File: config.mk
export PLATFORM = sky130hd
export DESIGN_NAME = matrix_stream_loader
export DESIGN_NICKNAME = d
export VERILOG_FILES = /design/src/rtl/matrix_stream_loader.sv
export SDC_FILE = /design/constraint.sdc
export NUM_CORES = 1
export LEC_CHECK = 0
export ABC_CLOCK_PERIOD_IN_PS = 1900
export CORE_ASPECT_RATIO = 1.25
export CORE_MARGIN = 2
export CORE_UTILIZATION = 47
export CTS_BUF_LIST = sky130_fd_sc_hd__clkbuf_4
export DETAILED_ROUTE_END_ITERATION = 10
export PLACE_DENSITY = 0.81
export SYNTH_ARGS = -nofsm -noshare
export SYNTH_HDL_FRONTEND = slang
export SYNTH_SLANG_ARGS = --single-unit
File: constraint.sdc
create_clock -name clk -period 1.9 [get_ports clk]
set_input_delay 0.38 -clock clk [delete_from_list [all_inputs] [get_ports clk]]
set_output_delay 0.38 -clock clk [all_outputs]
set_load 0.005 [all_outputs]
File: src/rtl/matrix_stream_loader.sv
// Streams 2*n*n row-major words into the A then B operand memories, one
// registered write per accepted word, followed by a flush and a done pulse.
module matrix_stream_loader #(
    parameter int n = 10,
    localparam int W = $clog2(n)
) (
    input  logic         clk,
    input  logic         rst,
    input  logic         start,
    input  logic [31:0]  s_data,
    input  logic         s_valid,
    output logic         s_ready,
    output logic [31:0]  a_in,
    output logic [W-1:0] a_i,
    output logic [W-1:0] a_j,
    output logic         a_we,
    output logic [31:0]  b_in,
    output logic [W-1:0] b_i,
    output logic [W-1:0] b_j,
    output logic         b_we,
    output logic         busy,
    output logic         load_done
);

    localparam logic [W-1:0] LAST = W'(n - 1);
    localparam logic [W-1:0] ONE  = W'(1);

    typedef enum logic [2:0] {IDLE, LOAD_A, LOAD_B, FLUSH, DONE} state_t;

    state_t         state_q, state_d;
    logic [W-1:0]   row_q, row_d;
    logic [W-1:0]   col_q, col_d;
    logic           loading;
    logic           hs;
    logic           last_elem;

    logic [31:0]    a_in_q, b_in_q;
    logic [W-1:0]   a_i_q, a_j_q, b_i_q, b_j_q;
    logic           a_we_q, b_we_q, load_done_q;

    assign hs        = s_valid && loading;
    assign last_elem = (row_q == LAST) && (col_q == LAST);

    always_ff @(posedge clk) begin
        if (!rst) begin
            state_q <= IDLE;
            row_q   <= '0;
            col_q   <= '0;
        end else begin
            state_q <= state_d;
            row_q   <= row_d;
            col_q   <= col_d;
        end
    end

    // Counters move only on an accepted word; the final element of each
    // matrix rewinds them to (0,0) for the next phase.
    always_comb begin
        state_d = state_q;
        row_d   = row_q;
        col_d   = col_q;
        case (state_q)
            IDLE: begin
                if (start) begin
                    state_d = LOAD_A;
                    row_d   = '0;
                    col_d   = '0;
                end
            end
            LOAD_A, LOAD_B: begin
                if (hs) begin
                    if (last_elem) begin
                        row_d   = '0;
                        col_d   = '0;
                        state_d = (state_q == LOAD_A) ? LOAD_B : FLUSH;
                    end else if (col_q == LAST) begin
                        col_d = '0;
                        row_d = row_q + ONE;
                    end else begin
                        col_d = col_q + ONE;
                    end
                end
            end
            FLUSH:   state_d = DONE;
            DONE:    state_d = IDLE;
            default: state_d = IDLE;
        endcase
    end

    always_comb begin
        loading = (state_q == LOAD_A) || (state_q == LOAD_B);
        s_ready = loading;
        busy    = loading;
    end

    // Write register: captured on handshake, presented one cycle later.
    always_ff @(posedge clk) begin
        if (!rst) begin
            a_we_q      <= 1'b0;
            b_we_q      <= 1'b0;
            load_done_q <= 1'b0;
            a_in_q      <= '0;
            a_i_q       <= '0;
            a_j_q       <= '0;
            b_in_q      <= '0;
            b_i_q       <= '0;
            b_j_q       <= '0;
        end else begin
            a_we_q      <= hs && (state_q == LOAD_A);
            b_we_q      <= hs && (state_q == LOAD_B);
            load_done_q <= (state_q == FLUSH);
            if (hs && (state_q == LOAD_A)) begin
                a_in_q <= s_data;
                a_i_q  <= row_q;
                a_j_q  <= col_q;
            end
            if (hs && (state_q == LOAD_B)) begin
                b_in_q <= s_data;
                b_i_q  <= row_q;
                b_j_q  <= col_q;
            end
        end
    end

    assign a_in      = a_in_q;
    assign a_i       = a_i_q;
    assign a_j       = a_j_q;
    assign a_we      = a_we_q;
    assign b_in      = b_in_q;
    assign b_i       = b_i_q;
    assign b_j       = b_j_q;
    assign b_we      = b_we_q;
    assign load_done = load_done_q;

endmodule

==> results.md <==
- Min-delay src: a_in[9]
- First-pass GRT wire length: between 15000 and 20000 µm
- Worst EP arrival: 1.39 ns
- WL/cell: between 10 and 15 µm
- Area of the multi-input gates: 1489 µm²
- Fraction of registers with async set/reset: 0%
- Max-Cap Viols: 0
- Post-synth cell types: 36
- Largest net degree at the start of global routing: 69
- Clk buf depth: 2
- VDD IR max: 0.5427 mV
- Fillers: 594
- Total negative setup slack: 0 ns
- Hold EP: a_in[9]
- Maximum fanout along the worst path: 3
- Final Max Slew Viols: 0
- TritonCTS clock tree: done
- GRT Residual Overflow: 0
- Yosys warns: 0
- Critical path class: reg2out
- Syn Inst Count: roughly 440
- RSZ-0062 raised after global routing: no
- Startpoint types: flip-flop
- Synth area leaders: dfxtp_1 (53%), nand2_1 (18%), a21oi_1 (12%), clkbuf_1 (1.9%), buf_2 (1.6%)
- Power per cell area: just over 700 nW/µm²
- Yosys top cell area share: a little over half
- Worst Tran Pin Value: around 0.36 ns
- Ports: roughly 120
- Setup violators final: 0
- Post-synthesis sequential area ratio: 53.45%
- CTS H-Tree Depth: 3
- Post-synth top area cell: dfxtp_1
- Nets@finish: 594
- Final Cycle Share: 93.22%
- FF/Latch Area: 1884 µm²
- Area after DPL: roughly 4900 µm²
- Reg2reg start: col_q[0]
- CP Data Required Time: ~1.5 ns
- Endpoints failing hold: 0
- Core area: 7313 µm²
- Syn Nets: ~480
- Top post-synthesis cells by count: nand2_1 (166), dfxtp_1 (94), a21oi_1 (83), clkbuf_1 (18), buf_2 (11)
- Synthesized area: 3521 µm²
- Gr usage total: between 20% and 30%
- Register bit count reported by yosys: between 90 and 100
- DRT iter0 DRCs: 184
- Hold depth: 2
- Max-slew headroom: 75.69%
- R2R setup slack: 0.26 ns
- Post-place setup slack: -0.05045 ns
- Setup WS post-layout: 0.1289 ns
- Vias: 3358
- # rows: 35
- Die Height: 100.8 µm
- Syn_area_per_cell: 8.020 µm²
- Num Clock Sinks: 94
- Area grow syn2layout: 44.49%
- ANT nets after route: 0
- Post_cts resized: 5
- Leakage: 1.757 nW
- GP Congestion: 0.8340
- Initial core utilization: 48.14%
- Vias in the first global route: 3184
- Post-synth EDFFs: 0
- Clock Latency Late Sink: 0.45 ns
- DIE AREA: 8204 µm²
- Most frequent cell after synthesis: nand2_1
- CTS root buf: clkbuf_4
- Initial antenna violation count: 0
- Port Buffer Count: 120
- Max Freq: 564.6 MHz
- Clock transition at path regs: 0.14 ns
- Main synth FF type: dfxtp_1
- Critical Path Sink Type: output port
- Post-Layout Cell Count: 651
- Buffer count from post-CTS setup fixing: 0
- FF-to-FF End: row_q[1]
- R2R cell count: 5
- Design area: 5087 µm²
- Clk_skew: 0.02317 ns
- Min Tclk post-route: 1.771 ns
- Die X: a little over 80 µm
- Ratio of cells with drive above 1 in the final layout: 7.871%
- CTS Buf Count: 9
- Dpl cells: 635
- Worst hold path type: reg2reg
- First-pass DRT Iterations: 4
- Post-Route WL: 9510 µm
- Antenna Cells: 0
- Hold buffer count at CTS: 0
- Status: finished clean
- Via/cell ratio: around 5.2
- Post-DP HPWL: around 6500 µm
- DRC viols: 0
power by group:
| group | internal, mW | total (mW) | switching (mW) |
|---|---|---|---|
| Combinational | 0.172 | 0.321 | 0.149 |
| Sequential | 2.00 | 2.02 | 0.0187 |
| Clock | 0.555 | 1.25 | 0.697 |
stage by stage:
| step | power, mW | hold slack [ns] | utilization (%) |
|---|---|---|---|
| floorplan | 2.189 | 0.4527 | - |
| global placement | 2.379 | 0.4412 | 67.08 |
| finish | 3.596 | 0.4636 | 69.56 |
| detailed placement | 2.386 | 0.4455 | 67.08 |
| CTS | 3.627 | 0.4654 | 69.56 |
| global route | 3.733 | 0.4849 | 69.56 |
metal layers:
metal | wire, µm | up-vias | GRT usage (%)
li1 | - | 1676 | -
met1 | 3993 | 1557 | 29.75
met2 | 4720 | 102 | 38.78
met3 | 504 | 23 | 4.122
met4 | 291 | 0 | 12.26
met5 | 0 | - | 0
how the worst max path moves through the flow:
stage	to	from
after floorplan	row_q[1]	col_q[0]
after global placement	row_q[1]	s_valid
after detailed placement	row_q[1]	s_valid
after CTS	busy	state_q[1]
after global routing	busy	state_q[1]
final	busy	state_q[1]
placed cells by master (no fill, tap or decap), drive strengths merged:
cell / Yosys / routed
or4: 1 / 1
inv: 5 / 7
a21oi: 83 / 83
nand2: 166 / 166
o22a: 1 / 1
o311ai: 3 / 3
and3: 4 / 4
mux2: 2 / 2
a211oi: 1 / 1
buf: 14 / 16
nor3: 4 / 4
o211ai: 2 / 2
nand3b: 3 / 3
o22ai: 1 / 1
nor2: 7 / 7
nor2b: 3 / 3
o31ai: 2 / 2
a22oi: 1 / 1
nand4: 2 / 2
xor2: 1 / 1
o32ai: 1 / 1
or3: 2 / 2
and4b: 1 / 1
or2: 1 / 1
xnor2: 1 / 1
dfxtp: 94 / 94
mux2i: 1 / 1
bufinv: 0 / 2
nand3: 4 / 4
clkdlybuf4s50: 0 / 118
dlygate4sd2: 0 / 2
clkbuf: 18 / 9
ha: 4 / 4
nand2b: 2 / 2
clkinv: 0 / 3
o21ai: 4 / 4
critical path: stages, from the launching register on:
cell	delay, ns
dfxtp_2	0.36
xnor2_2	0.24
nor2_1	0.09
dlygate4sd2_1	0.27
registers in the layout, indices dropped and copies added (netlist names):
register / cells
a_j: 4
row_q: 4
b_we: 1
col_q: 4
state_q: 3
a_in: 32
a_i: 4
b_i: 4
b_in: 32
load_done: 1
b_j: 4
a_we: 1
final cells by class:
| cell class | count | share of cell area [%] |
|---|---|---|
| clock buffer | 9 | 1.328 |
| tap | 92 | 2.263 |
| clock inverter | 7 | 2.091 |
| multi-input combinational | 308 | 29.27 |
| timing repair buffer | 136 | 27.64 |
| inverter | 5 | 0.3689 |
| sequential | 94 | 37.04 |
kinds of logic after synthesis:
group | count (synthesis) | share of synthesized area, %
flops | 94 | 53.45
simple gates | 200 | 23.42
mux | 3 | 0.9239
fa+ha+maj | 4 | 1.422
buf+inv | 37 | 4.655
compound gates | 99 | 15.42
xor+xnor | 2 | 0.7109
Power figures use the tool's default switching activity.
